## config.mk

```make
export PLATFORM = sky130hd
export DESIGN_NAME = flags_int_unit_flat
export DESIGN_NICKNAME = d
export VERILOG_FILES = /design/src/rtl/flags_int_unit_pkg.sv /design/src/rtl/flags_int_unit_if.sv /design/src/rtl/flags_int_unit_prio_enc.sv /design/src/rtl/flags_int_unit.sv /design/src/flat_wrapper.sv
export SDC_FILE = /design/constraint.sdc
export NUM_CORES = 1
export LEC_CHECK = 0
export CORE_ASPECT_RATIO = 0.9
export CORE_UTILIZATION = 30
export CTS_BUF_LIST = sky130_fd_sc_hd__clkbuf_4 sky130_fd_sc_hd__clkbuf_8 sky130_fd_sc_hd__clkbuf_16
export CTS_CLUSTER_DIAMETER = 200
export DETAILED_ROUTE_END_ITERATION = 6
export HOLD_SLACK_MARGIN = 0.15
export PLACE_DENSITY = 0.56
export SLEW_MARGIN = 5
export SYNTH_ARGS = -nofsm -noshare
export SYNTH_HDL_FRONTEND = slang
export SYNTH_SLANG_ARGS = --single-unit
```

## constraint.sdc

```tcl
create_clock -name clk -period 2.9 [get_ports clk]
set_input_delay 0.58 -clock clk [delete_from_list [all_inputs] [get_ports clk]]
set_output_delay 0.58 -clock clk [all_outputs]
set_load 0.05 [all_outputs]
```

## src/rtl/flags_int_unit_pkg.sv

```systemverilog
// Shared types and constants for the flags/interrupt front-end: FSM state,
// flag bit positions inside the packed {Z,N,C,P} vector, default sizing.
package flags_int_unit_pkg;

  localparam int NUM_IRQ_DEF = 4;
  localparam int VEC_W_DEF   = 3;

  typedef enum logic {
    ST_IDLE    = 1'b0,
    ST_SERVICE = 1'b1
  } state_e;

  localparam int FLG_Z = 3;
  localparam int FLG_N = 2;
  localparam int FLG_C = 1;
  localparam int FLG_P = 0;

endpackage

```

## src/rtl/flags_int_unit_if.sv

```systemverilog
// Bundle between the microsequencer (master) and the flags/interrupt unit
// (slave); i_* are driven toward the unit, o_* come back from it.
interface flags_int_unit_if
  import flags_int_unit_pkg::*;
#(
  parameter int NUM_IRQ = NUM_IRQ_DEF,
  parameter int VEC_W   = VEC_W_DEF
);
  logic               i_alu_z;
  logic               i_alu_n;
  logic               i_alu_c;
  logic               i_alu_p;
  logic               i_flag_we;
  logic [NUM_IRQ-1:0] i_irq;
  logic               i_mask_we;
  logic [NUM_IRQ-1:0] i_mask_d;
  logic               i_ei;
  logic               i_di;
  logic               i_int_ack;
  logic               i_reti;
  logic               o_z;
  logic               o_n;
  logic               o_c;
  logic               o_p;
  logic               o_int;
  logic [VEC_W-1:0]   o_irq_vec;
  logic               o_in_service;

  modport master (
    output i_alu_z, i_alu_n, i_alu_c, i_alu_p, i_flag_we, i_irq,
           i_mask_we, i_mask_d, i_ei, i_di, i_int_ack, i_reti,
    input  o_z, o_n, o_c, o_p, o_int, o_irq_vec, o_in_service
  );

  modport slave (
    input  i_alu_z, i_alu_n, i_alu_c, i_alu_p, i_flag_we, i_irq,
           i_mask_we, i_mask_d, i_ei, i_di, i_int_ack, i_reti,
    output o_z, o_n, o_c, o_p, o_int, o_irq_vec, o_in_service
  );
endinterface

```

## src/rtl/flags_int_unit_prio_enc.sv

```systemverilog
// Combinational priority encoder: reports the lowest set index and whether
// any bit is set at all.
module flags_int_unit_prio_enc #(
  parameter int NUM_IRQ = 4,
  parameter int VEC_W   = 3
) (
  input  logic [NUM_IRQ-1:0] i_req,
  output logic [VEC_W-1:0]   o_idx,
  output logic               o_valid
);

  // NOTE: every output gets a default before the loop so no latch is inferred.
  always_comb begin
    o_idx   = '0;
    o_valid = 1'b0;
    // Scan downward so the lowest index is the last one written and wins.
    for (int i = NUM_IRQ - 1; i >= 0; i--) begin
      if (i_req[i]) begin
        o_idx   = VEC_W'(i);
        o_valid = 1'b1;
      end
    end
  end

endmodule

```

## src/rtl/flags_int_unit.sv

```systemverilog
// Flags Z/N/C/P plus edge-triggered interrupt controller for the microsequencer.
// Define IRQ_SYNC_EN to put a two-flop synchronizer ahead of the irq edge detector.
module flags_int_unit
  import flags_int_unit_pkg::*;
#(
  parameter int NUM_IRQ = NUM_IRQ_DEF,
  parameter int VEC_W   = VEC_W_DEF
) (
  input  logic                  clk,
  input  logic                  rst,
  flags_int_unit_if.slave       bus
);

  logic [3:0]         r_flags;
  logic [3:0]         r_shadow;
  logic [NUM_IRQ-1:0] r_pending;
  logic [NUM_IRQ-1:0] r_mask;
  logic [NUM_IRQ-1:0] r_irq_prev;
  logic [VEC_W-1:0]   r_irq_vec;
  logic               r_ie;
  state_e             r_state;
  state_e             w_state_nxt;

  logic [NUM_IRQ-1:0] w_irq_s;
  logic [NUM_IRQ-1:0] w_active;
  logic [NUM_IRQ-1:0] w_rise;
  logic [NUM_IRQ-1:0] w_clr;
  logic [VEC_W-1:0]   w_vec;
  logic               w_any;
  logic               w_req;
  logic               w_ack_fire;
  logic               w_reti_fire;

`ifdef IRQ_SYNC_EN
  logic [NUM_IRQ-1:0] r_sync1;
  logic [NUM_IRQ-1:0] r_sync2;

  always_ff @(posedge clk) begin
    if (rst) begin
      r_sync1 <= '0;
      r_sync2 <= '0;
    end else begin
      r_sync1 <= bus.i_irq;
      r_sync2 <= r_sync1;
    end
  end

  assign w_irq_s = r_sync2;
`else
  assign w_irq_s = bus.i_irq;
`endif

  flags_int_unit_prio_enc #(
    .NUM_IRQ (NUM_IRQ),
    .VEC_W   (VEC_W)
  ) u_prio_enc (
    .i_req   (w_active),
    .o_idx   (w_vec),
    .o_valid (w_any)
  );

  assign w_active    = r_pending & r_mask;
  assign w_rise      = w_irq_s & ~r_irq_prev;
  assign w_req       = r_ie & w_any & (r_state == ST_IDLE);
  assign w_ack_fire  = bus.i_int_ack & w_req;
  assign w_reti_fire = bus.i_reti & (r_state == ST_SERVICE);
  assign w_clr       = w_ack_fire ? (NUM_IRQ'(1) << w_vec) : '0;

  always_comb begin
    w_state_nxt = r_state;
    unique case (r_state)
      ST_IDLE:    if (w_ack_fire)  w_state_nxt = ST_SERVICE;
      ST_SERVICE: if (w_reti_fire) w_state_nxt = ST_IDLE;
      default:    w_state_nxt = ST_IDLE;
    endcase
  end

  // NOTE: sequential state uses non-blocking assignments so every register
  // samples pre-edge values, e.g. shadow captures flags before flag_we lands.
  always_ff @(posedge clk) begin
    if (rst) begin
      r_state    <= ST_IDLE;
      r_flags    <= '0;
      r_shadow   <= '0;
      r_pending  <= '0;
      r_mask     <= '1;
      r_irq_prev <= '0;
      r_irq_vec  <= '0;
      r_ie       <= 1'b0;
    end else begin
      r_state    <= w_state_nxt;
      r_irq_prev <= w_irq_s;
      // A fresh edge on the bit being acknowledged re-arms it.
      r_pending  <= (r_pending & ~w_clr) | w_rise;

      if (bus.i_mask_we) r_mask <= bus.i_mask_d;

      if (w_reti_fire)         r_flags <= r_shadow;
      else if (bus.i_flag_we)  r_flags <= {bus.i_alu_z, bus.i_alu_n, bus.i_alu_c, bus.i_alu_p};

      if (w_ack_fire) begin
        r_shadow  <= r_flags;
        r_irq_vec <= w_vec;
      end

      if (w_ack_fire)       r_ie <= 1'b0;
      else if (w_reti_fire) r_ie <= 1'b1;
      else if (bus.i_di)    r_ie <= 1'b0;
      else if (bus.i_ei)    r_ie <= 1'b1;
    end
  end

  assign bus.o_z          = r_flags[FLG_Z];
  assign bus.o_n          = r_flags[FLG_N];
  assign bus.o_c          = r_flags[FLG_C];
  assign bus.o_p          = r_flags[FLG_P];
  assign bus.o_int        = w_req;
  assign bus.o_irq_vec    = r_irq_vec;
  assign bus.o_in_service = (r_state == ST_SERVICE);

endmodule
```

## src/flat_wrapper.sv

```systemverilog
// flat-port wrapper written by rule: the top's interface ports become plain ports
module flags_int_unit_flat import flags_int_unit_pkg::*;
#(
  parameter int NUM_IRQ = NUM_IRQ_DEF,
  parameter int VEC_W   = VEC_W_DEF
)
  (clk, rst, bus_i_alu_z, bus_i_alu_n, bus_i_alu_c, bus_i_alu_p, bus_i_flag_we, bus_i_irq, bus_i_mask_we, bus_i_mask_d, bus_i_ei, bus_i_di, bus_i_int_ack, bus_i_reti, bus_o_z, bus_o_n, bus_o_c, bus_o_p, bus_o_int, bus_o_irq_vec, bus_o_in_service);
  flags_int_unit_if #(.NUM_IRQ(NUM_IRQ), .VEC_W(VEC_W)) bus_i ();
  input  logic clk;
  input  logic rst;
  input wire logic [$bits(bus_i.i_alu_z)-1:0] bus_i_alu_z;
  input wire logic [$bits(bus_i.i_alu_n)-1:0] bus_i_alu_n;
  input wire logic [$bits(bus_i.i_alu_c)-1:0] bus_i_alu_c;
  input wire logic [$bits(bus_i.i_alu_p)-1:0] bus_i_alu_p;
  input wire logic [$bits(bus_i.i_flag_we)-1:0] bus_i_flag_we;
  input wire logic [$bits(bus_i.i_irq)-1:0] bus_i_irq;
  input wire logic [$bits(bus_i.i_mask_we)-1:0] bus_i_mask_we;
  input wire logic [$bits(bus_i.i_mask_d)-1:0] bus_i_mask_d;
  input wire logic [$bits(bus_i.i_ei)-1:0] bus_i_ei;
  input wire logic [$bits(bus_i.i_di)-1:0] bus_i_di;
  input wire logic [$bits(bus_i.i_int_ack)-1:0] bus_i_int_ack;
  input wire logic [$bits(bus_i.i_reti)-1:0] bus_i_reti;
  output wire logic [$bits(bus_i.o_z)-1:0] bus_o_z;
  output wire logic [$bits(bus_i.o_n)-1:0] bus_o_n;
  output wire logic [$bits(bus_i.o_c)-1:0] bus_o_c;
  output wire logic [$bits(bus_i.o_p)-1:0] bus_o_p;
  output wire logic [$bits(bus_i.o_int)-1:0] bus_o_int;
  output wire logic [$bits(bus_i.o_irq_vec)-1:0] bus_o_irq_vec;
  output wire logic [$bits(bus_i.o_in_service)-1:0] bus_o_in_service;
  assign bus_i.i_alu_z = bus_i_alu_z;
  assign bus_i.i_alu_n = bus_i_alu_n;
  assign bus_i.i_alu_c = bus_i_alu_c;
  assign bus_i.i_alu_p = bus_i_alu_p;
  assign bus_i.i_flag_we = bus_i_flag_we;
  assign bus_i.i_irq = bus_i_irq;
  assign bus_i.i_mask_we = bus_i_mask_we;
  assign bus_i.i_mask_d = bus_i_mask_d;
  assign bus_i.i_ei = bus_i_ei;
  assign bus_i.i_di = bus_i_di;
  assign bus_i.i_int_ack = bus_i_int_ack;
  assign bus_i.i_reti = bus_i_reti;
  assign bus_o_z = bus_i.o_z;
  assign bus_o_n = bus_i.o_n;
  assign bus_o_c = bus_i.o_c;
  assign bus_o_p = bus_i.o_p;
  assign bus_o_int = bus_i.o_int;
  assign bus_o_irq_vec = bus_i.o_irq_vec;
  assign bus_o_in_service = bus_i.o_in_service;
  flags_int_unit #(.NUM_IRQ(NUM_IRQ), .VEC_W(VEC_W)) u_core (.clk(clk), .rst(rst), .bus(bus_i));
endmodule
```

==> flow_summary.json <==
{
  "status": "completed",
  "synth_warnings": 0,
  "clk_path_buf_depth": 2,
  "synth_common_cells": "dfxtp_1 (24), nor2_1 (13), mux2i_1 (12)",
  "cap_violations": 0,
  "grt_pass1_wl_um": 2967,
  "clkLatencyLatePin_ns": 0.31,
  "max_freq_mhz": 384.1,
  "nets": 146,
  "hpwl_um": 1431,
  "crit_type": "flip-flop to output pin",
  "vias_per_cell": 4.500,
  "core_sq_mm": 0.003067,
  "path_max_fanout": 4,
  "min_period_over_period": 0.8977,
  "ys_types": 27,
  "firstDrtPassIters": 4,
  "overflow": 0,
  "syn2layout_area_growth_pct": 33.59,
  "rows": 19,
  "die_area_sq_mm": 0.003460,
  "cts_sinks": 24,
  "start_util": 0.3158,
  "power_frac_comb": 0.184,
  "reg2reg_slack_ns": 1.50,
  "worstPathCellList": "a22o_1 > nor2_1 > nor3b_1 > clkdlybuf4s50_1",
  "p_clk_frac": 0.230,
  "yosysMostFrequentCell": "dfxtp_1",
  "pwr-share-seq": 0.585,
  "setup.worst_path.start_class": "flip-flop",
  "avgSynthCellArea_sq_um": 9.782,
  "cellLeakagePower_nw": 0.5293,
  "postSynthCellCount": 99,
  "p_total_uw": 617.3,
  "dr.first_iter.drc_count": 35,
  "timing.critical_path.buf_inv": 1,
  "port_buffers": 27,
  "yosys-top-cells-area": "dfxtp_1 (50%), mux2i_1 (12%), nor2_1 (5.0%)",
  "dieWidth_um": 61.89,
  "swShare": 0.2666,
  "die_h_um": 55.90,
  "clkSlewWorstSetupHoldPaths_ns": 0.13,
  "antenna_found_initial": 0,
  "track_usage": 0.1166,
  "synth_top_area_cell": "dfxtp_1",
  "synth_top_flop_cell": "dfxtp_1",
  "htreeDepth": 1,
  "hold_path_class": "flip-flop to flip-flop",
  "rsz0062_at_grt": "false",
  "finClkSkew_ns": 0.008945,
  "ir_worst_vdd_mv": 0.2385,
  "path_delay_family": "buffers and inverters",
  "io_pins": 29,
  "final_max_slew_viol_count": 0,
  "finalHoldViolCount": 0,
  "critPathSlowestCell": "clkdlybuf4s50_1",
  "grt_max_degree": 13,
  "gp_congestion": 0.7853,
  "critPathRequiredTime_ns": 2.32,
  "ctsHoldBuffers": 0,
  "yosys_register_bits": 24,
  "synth_enable_flop_cells": 0,
  "fill_cells": 317,
  "tightest_slew_ns": 0.4967,
  "cts_inserted_buffers": 3,
  "grt_pass1_vias": 684,
  "routed_wl_um": 1857,
  "cts_resized": 0,
  "seq_area_frac_synth": 0.4961,
  "detail_route.wl_per_cell_um": 11.19,
  "power.switching_uw": 164.6,
  "setup_viol_count_final": 0,
  "maxSlewHeadroom": 0.6678,
  "diodes": 0,
  "syn_area_sq_um": 968.4,
  "synth_fp_nets": 119,
  "power_density_mw_per_mm2": 477.1,
  "slowest_delay_ns": 0.82,
  "tritoncts": "done",
  "cp-end-kind": "output pin",
  "internal_power_uw": 452.7,
  "vias": 747,
  "fin_tns_setup_ns": 0,
  "drc": 0,
  "cts-root-buf": "clkbuf_4",
  "ant_nets": 0,
  "cts_setup_buffers": 0,
  "arrival_ns": 2.02,
  "drive_gt1_frac": 0.07258,
  "period_minus_slack_ns": 2.603,
  "yosys.area.top_type_share": 0.4961,
  "async_flop_share": 0
}
-- worst paths after layout --
check / start / to / depth (start not counted)
hold / removal: u_core.r_irq_prev[3] / u_core.r_pending[3] / 2
setup / recovery: u_core.r_mask[2] / bus_o_int / 4
hold reg to reg: u_core.r_irq_prev[3] / u_core.r_pending[3] / 2
setup reg to reg: u_core.bus.o_in_service / u_core.bus.o_irq_vec[0] / 4
-- state kept, by name (all words and copies together) (netlist names) --
name	cells
u_core.r_pending	4
u_core.bus.o_irq_vec	2
u_core.r_flags	4
u_core.r_shadow	4
u_core.r_mask	4
u_core.r_ie	1
u_core.r_irq_prev	4
u_core.bus.o_in_service	1
-- layout make-up --
class                      instances  area, sq um  area share
clock buffer                       3        22.52     0.01741
inverter                           2        7.507    0.005803
multi-input combinational         67        452.9      0.3501
sequential                        24        480.5      0.3714
tap                               42        52.55     0.04062
timing repair buffer              28        277.8      0.2147
-- layout by cell type (no fill, tap or decap), types with 2 or more instances in the layout --
cell type / synthesis / final
clkdlybuf4s50_1: 0 / 27
dfxtp_1: 24 / 24
nor2_1: 13 / 13
mux2i_1: 12 / 12
nand2_1: 8 / 8
nor2b_1: 7 / 7
a211oi_1: 5 / 5
a21oi_1: 5 / 5
clkbuf_4: 0 / 3
inv_1: 2 / 2
nand3_1: 2 / 2
-- stage by stage --
stage | utilization | worst slack (ns) | cells | hold slack, ns | area [sq um]
floorplan | - | 0.5447 | 99 | 0.4456 | 968.4
global placement | 0.4145 | 0.6419 | 163 | 0.4730 | 1271
detailed placement | 0.4145 | 0.6346 | 163 | 0.4699 | 1271
CTS | 0.4219 | 0.2784 | 166 | 0.4986 | 1294
global route | 0.4219 | 0.1756 | 166 | 0.5242 | 1294
finish | 0.4219 | 0.2966 | 166 | 0.4943 | 1294
-- power groups by stage --
stage          clock network, mW  logic, mW  registers, mW
2_1_floorplan                  0     0.0554          0.382
3_3_place_gp                   0      0.114          0.367
3_5_place_dp                   0      0.115          0.369
4_1_cts                    0.147      0.115          0.361
5_1_grt                    0.161      0.123          0.364
6_report                   0.142      0.114          0.361
-- per-layer routing --
| metal | global-route usage | vias up | share of wire |
|---|---|---|---|
| met3 | 0.04884 | 2 | 0.075 |
| met4 | 0.01905 | 0 | 0.0043 |
| met1 | 0.1535 | 327 | 0.47 |
| li1 | - | 392 | - |
| met2 | 0.1797 | 26 | 0.45 |
| met5 | 0 | - | 0 |
-- cells by family after synthesis --
logic type	count (synthesis)	synth area share
AND/OR/NAND/NOR	35	0.1744
flip-flops	24	0.4961
AO/OA/AOI/OAI	19	0.1654
multiplexers	12	0.1240
buffers and inverters	8	0.03617
other	1	0.003872
-- worst min-delay path, cell delays in order (launching register included) --
cell     delay, ns
dfxtp_1       0.32
inv_1         0.05
a32o_1        0.11
Power figures use the tool's default switching activity.
